File: src/rtl/result_sram_drain.sv
// result_sram_drain: streams a rows x cols result matrix out of the result
// SRAM in row-major order onto a valid/ready beat interface.
// Reads are throttled so that a 2-entry output FIFO can never overflow.
// The SRAM has 1-cycle read latency.
// Optional feature: define RESULT_DRAIN_ROW_LAST_EN to add m_row_last, which
// marks the beat in the final column of each row.
module result_sram_drain #(
    parameter int ADDR_W    = 12,
    parameter int DATA_W    = 32,
    parameter int BASE_ADDR = 1
) (
    input  logic              clk,
    input  logic              reset_n,
    input  logic              start_valid,
    output logic              start_ready,
    input  logic [15:0]       cfg_rows,
    input  logic [15:0]       cfg_cols,
    output logic [ADDR_W-1:0] sram_result_read_address,
    input  logic [DATA_W-1:0] tb_sram_result_read_data,
    output logic              m_valid,
    input  logic              m_ready,
    output logic [DATA_W-1:0] m_data,
    output logic              m_last,
`ifdef RESULT_DRAIN_ROW_LAST_EN
    output logic              m_row_last,
`endif
    output logic              done,
    output logic              err
);

    typedef enum logic [1:0] {IDLE, RUN, DRAIN, DONE} state_e;

    state_e            state_q;
    logic              start_ready_q, done_q, err_q;
    logic [31:0]       total_q, rd_cnt_q;
    logic [ADDR_W-1:0] rd_addr_q, last_addr_q;
    logic              ret_q, ret_last_q;

    logic [DATA_W-1:0] fifo_data_q [2];
    logic [1:0]        fifo_last_q;
    logic              wr_ptr_q, rd_ptr_q;
    logic [1:0]        occ_q;

    logic [31:0]       total_w;
    logic              range_bad, handshake, pop, issue, last_issue;

    assign total_w   = 32'(cfg_rows) * 32'(cfg_cols);
    // Last element address must fit in the SRAM: BASE + total - 1 <= 2^ADDR_W - 1.
    assign range_bad = (total_w != 32'd0) &&
                       (({32'd0, total_w} + 64'(BASE_ADDR)) > (64'd1 << ADDR_W));
    assign handshake = start_valid && start_ready_q;

    assign m_valid = (occ_q != 2'd0);
    assign pop     = m_valid && m_ready;
    // Credit the beat leaving this cycle so a full-rate sink sees no bubbles;
    // occupancy after this edge plus the new in-flight read never exceeds 2.
    assign issue      = (state_q == RUN) && ((3'(occ_q) + 3'(ret_q)) < (3'd2 + 3'(pop)));
    assign last_issue = issue && (rd_cnt_q == total_q - 32'd1);

    // The bus shows the issuing address, otherwise the last one read.
    assign sram_result_read_address = issue ? rd_addr_q : last_addr_q;

    assign m_data      = fifo_data_q[rd_ptr_q];
    assign m_last      = fifo_last_q[rd_ptr_q] && m_valid;
    assign start_ready = start_ready_q;
    assign done        = done_q;
    assign err         = err_q;

`ifdef RESULT_DRAIN_ROW_LAST_EN
    logic [15:0] cols_q, col_q;
    logic        ret_rl_q;
    logic [1:0]  fifo_rl_q;
    logic        col_end;

    assign col_end    = (col_q == cols_q - 16'd1);
    assign m_row_last = fifo_rl_q[rd_ptr_q] && m_valid;

    // Column position of the next read; flags the last column of every row.
    always_ff @(posedge clk) begin
        if (!reset_n) begin
            cols_q    <= '0;
            col_q     <= '0;
            ret_rl_q  <= 1'b0;
            fifo_rl_q <= '0;
        end else begin
            if (handshake) begin
                cols_q <= cfg_cols;
                col_q  <= '0;
            end else if (issue) begin
                col_q <= col_end ? 16'd0 : col_q + 16'd1;
            end
            ret_rl_q <= issue && col_end;
            if (ret_q) fifo_rl_q[wr_ptr_q] <= ret_rl_q;
        end
    end
`endif

    // Control FSM plus read sequencing; done/err/start_ready are registered.
    always_ff @(posedge clk) begin
        if (!reset_n) begin
            state_q       <= IDLE;
            start_ready_q <= 1'b1;
            done_q        <= 1'b0;
            err_q         <= 1'b0;
            total_q       <= '0;
            rd_cnt_q      <= '0;
            rd_addr_q     <= ADDR_W'(BASE_ADDR);
            last_addr_q   <= ADDR_W'(BASE_ADDR);
            ret_q         <= 1'b0;
            ret_last_q    <= 1'b0;
        end else begin
            done_q <= 1'b0;
            case (state_q)
                IDLE: begin
                    if (handshake) begin
                        total_q       <= total_w;
                        rd_cnt_q      <= '0;
                        rd_addr_q     <= ADDR_W'(BASE_ADDR);
                        err_q         <= range_bad;
                        start_ready_q <= 1'b0;
                        if (total_w == 32'd0 || range_bad) begin
                            state_q <= DONE;
                            done_q  <= 1'b1;
                        end else begin
                            state_q <= RUN;
                        end
                    end
                end
                RUN: begin
                    if (last_issue) state_q <= DRAIN;
                end
                DRAIN: begin
                    if (pop && m_last) begin
                        state_q <= DONE;
                        done_q  <= 1'b1;
                    end
                end
                DONE: begin
                    state_q       <= IDLE;
                    start_ready_q <= 1'b1;
                end
                default: state_q <= IDLE;
            endcase
            if (issue) begin
                rd_cnt_q    <= rd_cnt_q + 32'd1;
                rd_addr_q   <= rd_addr_q + 1'b1;
                last_addr_q <= rd_addr_q;
            end
            ret_q      <= issue;
            ret_last_q <= last_issue;
        end
    end

    // 2-entry output FIFO fed by returning SRAM data.
    always_ff @(posedge clk) begin
        if (!reset_n) begin
            for (int i = 0; i < 2; i++) fifo_data_q[i] <= '0;
            fifo_last_q <= '0;
            wr_ptr_q    <= 1'b0;
            rd_ptr_q    <= 1'b0;
            occ_q       <= '0;
        end else begin
            if (ret_q) begin
                fifo_data_q[wr_ptr_q] <= tb_sram_result_read_data;
                fifo_last_q[wr_ptr_q] <= ret_last_q;
                wr_ptr_q              <= ~wr_ptr_q;
            end
            if (pop) rd_ptr_q <= ~rd_ptr_q;
            occ_q <= occ_q + 2'(ret_q) - 2'(pop);
        end
    end

endmodule
File: config.mk
export PLATFORM = sky130hd
export DESIGN_NAME = result_sram_drain
export DESIGN_NICKNAME = d
export VERILOG_FILES = /design/src/rtl/result_sram_drain.sv
export SDC_FILE = /design/constraint.sdc
export NUM_CORES = 1
export LEC_CHECK = 0
export CORE_UTILIZATION = 47
export CTS_BUF_LIST = sky130_fd_sc_hd__clkbuf_16
export CTS_CLUSTER_DIAMETER = 200
export CTS_CLUSTER_SIZE = 10
export DETAILED_ROUTE_END_ITERATION = 10
export PLACE_DENSITY = 0.76
export SLEW_MARGIN = 40
export SYNTH_ARGS = -nofsm -noshare
export SYNTH_HDL_FRONTEND = slang
export SYNTH_SLANG_ARGS = --single-unit
File: constraint.sdc
create_clock -name clk -period 16.35 [get_ports clk]
set_clock_uncertainty 0.2 [all_clocks]
set_input_delay 3.27 -clock clk [delete_from_list [all_inputs] [get_ports clk]]
set_output_delay 3.27 -clock clk [all_outputs]
set_load 0.02 [all_outputs]
==> Word-level counts from Yosys, hierarchy flattened <==
Memories as Yosys holds them, arrays and structs flattened. A register that Yosys moved wholly into a read port is not among the register bits.
Index checks and enable logic that the tools add are counted.
{ "op_classes": {"n_mul": 1, "n_lt_le_gt_ge": 5, "n_mux": 32, "reduce_logical": 21, "n_addsub": 8, "n_eq_ne": 7, "n_bitwise": 2} }
{ "op_table": {"columns": ["cell", "count"], "rows": [
  ["2-to-1 mux 32 bit", 4],
  ["2-to-1 mux 12 bit", 4],
  ["adder 32 x 1 -> 33 bit (second input constant)", 1],
  ["greater-than comparator 33 x 13 -> 1 bit (second input constant)", 1],
  ["adder 32 x 1 -> 32 bit (second input constant)", 1],
  ["== test 32 bit", 1],
  ["logical NOT 32 bit", 1],
  ["multiplier 16 x 16 -> 32 bit", 1],
  ["nonzero test 32 bit", 1],
  ["OR reduction 32 bit", 1],
  ["subtractor 32 x 1 -> 32 bit (second input constant)", 1],
  ["2-to-1 mux 1 bit", 15],
  ["adder 12 x 1 -> 12 bit (second input constant)", 1],
  ["logical AND 1 bit", 8],
  ["2-to-1 mux 2 bit", 4],
  ["one-hot mux 2 bit (4 select lines)", 1],
  ["nonzero test 2 bit", 4],
  ["inequality test 2 bit (second input constant)", 3],
  ["AND reduction 2 bit", 3],
  ["== test 2 bit (second input constant)", 2],
  ["less-than comparator 1 x 2 -> 1 bit (second input constant)", 2],
  ["one-hot mux 1 bit (2 select lines)", 2],
  ["adder 2 x 1 -> 3 bit", 1],
  ["adder 2 x 1 -> 3 bit (first input constant)", 1],
  ["11 further kinds", 12]
]} }
{ "word_totals": {"reg_bits": 101, "ram_bits": 64, "wordCells": 91, "n_memories": 1, "inputBits": 68} }
{ "mem_list": {"columns": ["name", "depth", "word_bits", "rd", "rd_ports_with_merged_regs", "wr", "line", "rtl"], "rows": [
  ["fifo_data_q", 2, 32, 1, 1, 2, "39", "logic [DATA_W-1:0] fifo_data_q [2];"]
]} }

==> Logic depth before layout (Yosys ltp) <==
{ "depth": {"word_depth": 8, "depth_mapped": 26, "depth_no_buf": 24} }

==> Least setup slack after synthesis <==
OpenSTA, ideal clock, no wires.
{ "synth_timing": {"kind": "in2reg", "start": "input cfg_cols[9]", "end": "register state_q[1]", "path_stages": 25, "t_arrival_ns": 9.745, "setup_ns": 0.131, "slack_ns": 6.274, "cell_sequence": "clkbuf_1 nand2_1 fa_1 inv_1 fa_1 inv_1 fa_1 inv_1 fa_1 fa_1 inv_1 fa_1 inv_1 ha_1 clkbuf_1 a21o_1 o21bai_1 o211a_1 or4_1 a22oi_1 and4_1 a21bo_2 a2111o_1 nor3_1 o22ai_1"} }
{ "synth_via": {"elab_chain_len": 8, "elab_cells_between_ends": 10} }
{ "synth_lines": {"columns": ["element", "line", "rtl"], "rows": [
  ["start: declaration", "17", "input logic [15:0] cfg_cols,"],
  ["multiplier 16 x 16 -> 32 bit (*)", "47", "assign total_w = 32'(cfg_rows) * 32'(cfg_cols);"],
  ["adder 32 x 1 -> 33 bit", "50", "(({32'd0, total_w} + 64'(BASE_ADDR)) > (64'd1 << ADDR_W));"],
  ["greater-than comparator 33 x 13 -> 1 bit", "50", null],
  ["logical AND 1 bit", "49", "assign range_bad = (total_w != 32'd0) &&"],
  ["logical OR 1 bit (*)", "121", "if (total_w == 32'd0 || range_bad) begin"],
  ["2-to-1 mux 2 bit (*)", "121", null],
  ["2-to-1 mux 2 bit (*)", "115", "if (handshake) begin"],
  ["one-hot mux 2 bit (4 select lines) (*)", "113", "case (state_q)"],
  ["end signal: assignment", "122", "state_q <= DONE;"],
  ["end signal: assignment", "125", "state_q <= RUN;"],
  ["end signal: assignment", "130", "if (last_issue) state_q <= DRAIN;"],
  ["end: declaration", "33", "state_e state_q;"]
]} }
Every way passes the cells marked *; elsewhere a longest branch is shown, timed or not. The select of a mux whose other input is x is not followed.
A chain may end at the register's enable or synchronous reset.

==> Worst setup path after layout <==
{ "layout_timing": {"start": "input cfg_rows[8]", "end": "register state_q[1]"} }
{ "layout_via": {"elab_chain_len": 8, "elab_cells_between_ends": 10} }
{ "layout_lines": {"columns": ["element", "line", "rtl"], "rows": [
  ["start: declaration", "16", "input logic [15:0] cfg_rows,"],
  ["multiplier 16 x 16 -> 32 bit (*)", "47", null],
  ["adder 32 x 1 -> 33 bit", "50", null],
  ["greater-than comparator 33 x 13 -> 1 bit", "50", null],
  ["logical AND 1 bit", "49", null],
  ["logical OR 1 bit (*)", "121", null],
  ["2-to-1 mux 2 bit (*)", "121", null],
  ["2-to-1 mux 2 bit (*)", "115", null],
  ["one-hot mux 2 bit (4 select lines) (*)", "113", null]
]} }
Marked as above.

==> flow_summary_export.csv <==
group,metric,value,unit
status,status,"complete, no violations",
yosys,ys_ff_latch,166,
clock_tree,cts_root_buf,"clkbuf_16",
cells_and_area,layout-drive-gt1-share,4.88,%
global_route,antenna_found_initial,0,
cells_and_area,fillers,3258,
placed_design,dp_hpwl,31300,um
clock_tree,cts_buffers,17,
yosys,synth_top_flop_cell,"dfxtp_1",
die,dieArea,37600,sq um
placed_design,place_congestion,0.917,
clock_tree,cts_hold_buffers,0,
critical_path,cp-end-kind,"flop",
die,core,35900,sq um
yosys,synth_edf_count,64,
yosys,synth_area_per_cell,8.74,sq um
yosys,netlist_area,17300,sq um
yosys,synth_top_area_share,22.4,%
cells_and_area,post-route-util,54.0,%
timing,slew_headroom,42.6,%
clock_tree,clk_latency,0.43,ns
detailed_routing,drc,0,
die,num_rows,69,
timing,fin_crit_sh,70.1,%
clock_tree,cts_resized,0,
critical_path,cp-start-kind,"input pin",
clock_tree,postCtsSetupBuffers,0,
min_path,hold_class,"flop to flop",
yosys,synthCells,1981,
timing,finalCriticalPeriod,11.46,ns
clock_tree,tritoncts,"built",
yosys,yosysSeqAreaShare,22.9,%
cells_and_area,area_growth,11.9,%
detailed_routing,viasPerCell,5.62,
global_route,grt_pass1_vias,14700,
clock_tree,htreeDepth,4,
clock_tree,cts.reportedPaths.clkPinSlew,0.07,ns
detailed_routing,antenna_left,0,
timing,clock.fmax,87.3,MHz
global_route,grt_max_degree,50,
yosys,ys_top_cells_by_area,"fa_1 22%, dfxtp_1 12%, edfxtp_1 11%",
global_route,grt_pass1_wl,70100,um
clock_tree,numClockSinks,166,
yosys,synth.distinct_cells,77,
global_route,overflow,0,
critical_path,regToRegSetupSlack,11.77,ns
cells_and_area,n_antenna_cell,0,
yosys,yosysWarnings,0,
detailed_routing,drt_first_pass_iters,5,
detailed_routing,post_drt_wl_per_cell,16.2,um
timing,setup_tns,0,ns
yosys,syn-num-nets,2358,
detailed_routing,drt_iter0_markers,915,
detailed_routing,vias,14100,
flow_run,drv_cap,0,
die,io_pins,117,
die,dieHeight,194,um
critical_path,critPathMaxFanout,16,
die,start_util,48.2,%
critical_path,worstPathArrival,11.55,ns
critical_path,cp.required,16.44,ns
yosys,ys_async_sr_fraction,0,%
die,die_w,194,um
critical_path,crit_type,"input pin to flop",
global_route,grt.total_usage,22.7,%
yosys,yosysTopAreaCell,"fa_1",
timing,hold_violations,0,
clock_tree,cts_max_path_buffers,2,
timing,setup_violations,0,
placed_design,portBuffers,116,
detailed_routing,wirelength,40700,um
cells_and_area,fin_nets,2413,
timing,worst_slew_pin_slew,0.853,ns
timing,rsz0062_at_grt,"false",
timing,final_max_slew_viol_count,0,
## layout make-up
class	instances	area (sq um)	area share [%]
multi-input combinational	1464	12000	62.1
sequential	166	3960	20.5
timing repair buffer	125	1230	6.34
inverter	262	983	5.07
tap	461	577	2.98
clock buffer	18	450	2.32
clock inverter	14	143	0.736
## placed cells by master, fill, tap and decap left out, types with 5 or more instances in the layout
master	Yosys	final
xor2_1	34	34
nand4_1	23	23
nor4_1	12	12
edfxtp_1	64	64
ha_1	115	115
nand2b_1	6	6
nand3_1	42	42
nand2_1	286	285
a221oi_1	6	6
o21ai_0	44	44
nor2_1	88	88
inv_1	261	261
a21oi_1	102	102
a21o_1	12	12
and2_1	192	192
fa_1	194	194
clkdlybuf4s50_1	0	116
inv_8	0	6
o21bai_1	5	5
o31ai_1	5	5
a211oi_1	9	9
or4_1	13	13
buf_4	0	9
and3_1	25	24
and4_1	5	5
or2_2	10	10
or3_1	23	23
xnor2_1	29	29
a31oi_1	8	8
dfxtp_1	102	102
inv_6	0	5
nor3_1	30	30
clkbuf_16	0	18
o21a_1	13	13
mux2_2	35	35
o211ai_1	15	15
nor4b_1	6	6
a22oi_1	5	5
## flip-flops by register name (all words and copies together) (netlist names), named ones only
signal       cells
rd_addr_q       12
done             1
state_q          2
ret_q            1
rd_ptr_q         1
occ_q            2
total_q         32
err              1
fifo_data_q     64
fifo_last_q      2
rd_cnt_q        32
ret_last_q       1
start_ready      1
last_addr_q     12
wr_ptr_q         1
## critical path, cell delays in order
cell             delay, ns
clkdlybuf4s50_1       0.79
and2_1                0.37
fa_1                  0.48
inv_1                 0.06
fa_1                  0.50
fa_1                  0.53
inv_1                 0.05
fa_1                  0.46
fa_1                  0.55
inv_1                 0.05
fa_1                  0.53
inv_1                 0.04
ha_1                  0.44
a21oi_1               0.35
o21ai_0               0.25
and2_1                0.22
a221oi_1              0.40
nand4_1               0.25
nor4_1                0.75
o22ai_1               0.25
a2111o_1              0.40
nor3_1                0.39
o22ai_1               0.16
## per-layer routing
| metal | global-route usage, % | vias to the layer above | wire length (um) |
|---|---|---|---|
| li1 | - | 6640 | - |
| met1 | 29.1 | 6975 | 17500 |
| met2 | 39.8 | 408 | 20100 |
| met3 | 3.13 | 83 | 2070 |
| met4 | 6.73 | 0 | 1060 |
| met5 | 0 | - | 0 |
## worst paths after layout
path / startpoint / to / cells past startpoint
worst max-delay path: cfg_rows[8] / state_q[1] / 23
worst min register to register: last_addr_q[7] / last_addr_q[7] / 2
worst max register to register: total_q[0] / state_q[1] / 12
worst min-delay path: last_addr_q[7] / last_addr_q[7] / 2
## cells in the mapped netlist, types with 8 or more instances
cell type,n
nand2_1,286
inv_1,261
fa_1,194
and2_1,192
ha_1,115
a21oi_1,102
dfxtp_1,102
nor2_1,88
clkbuf_1,79
edfxtp_1,64
o21ai_0,44
nand3_1,42
mux2_2,35
xor2_1,34
nor3_1,30
xnor2_1,29
and3_1,25
nand4_1,23
or3_1,23
o211ai_1,15
o21a_1,13
or4_1,13
a21o_1,12
nor4_1,12
or2_2,10
a211oi_1,9
a31oi_1,8
## through the flow
stage	hold WS (ns)	setup slack (ns)	cell area [sq um]	cells
finish	0.267	4.89	19400	2510
global route	0.296	4.59	19400	2510
CTS	0.270	5.03	19400	2510
detailed placement	0.261	4.59	18800	2478
global placement	0.247	4.68	18800	2478
floorplan	0.235	6.27	17300	1981
## logic make-up (layout without fill, tap and decap cells)
logic type / count (synthesis) / count (layout) / synth area share (%)
and+or+nand+nor: 780 / 780 / 22.8
muxes: 38 / 38 / 2.45
AOI/OAI and AO/OA: 274 / 274 / 10.2
buffers and inverters: 351 / 419 / 7.67
DFF: 166 / 166 / 22.9
adders and majority gates: 309 / 309 / 30.7
xor gates and xnor gates: 63 / 63 / 3.19
Power is not shown: default switching activity piles up to over one toggle a cycle in this logic, so the estimate is an artifact.
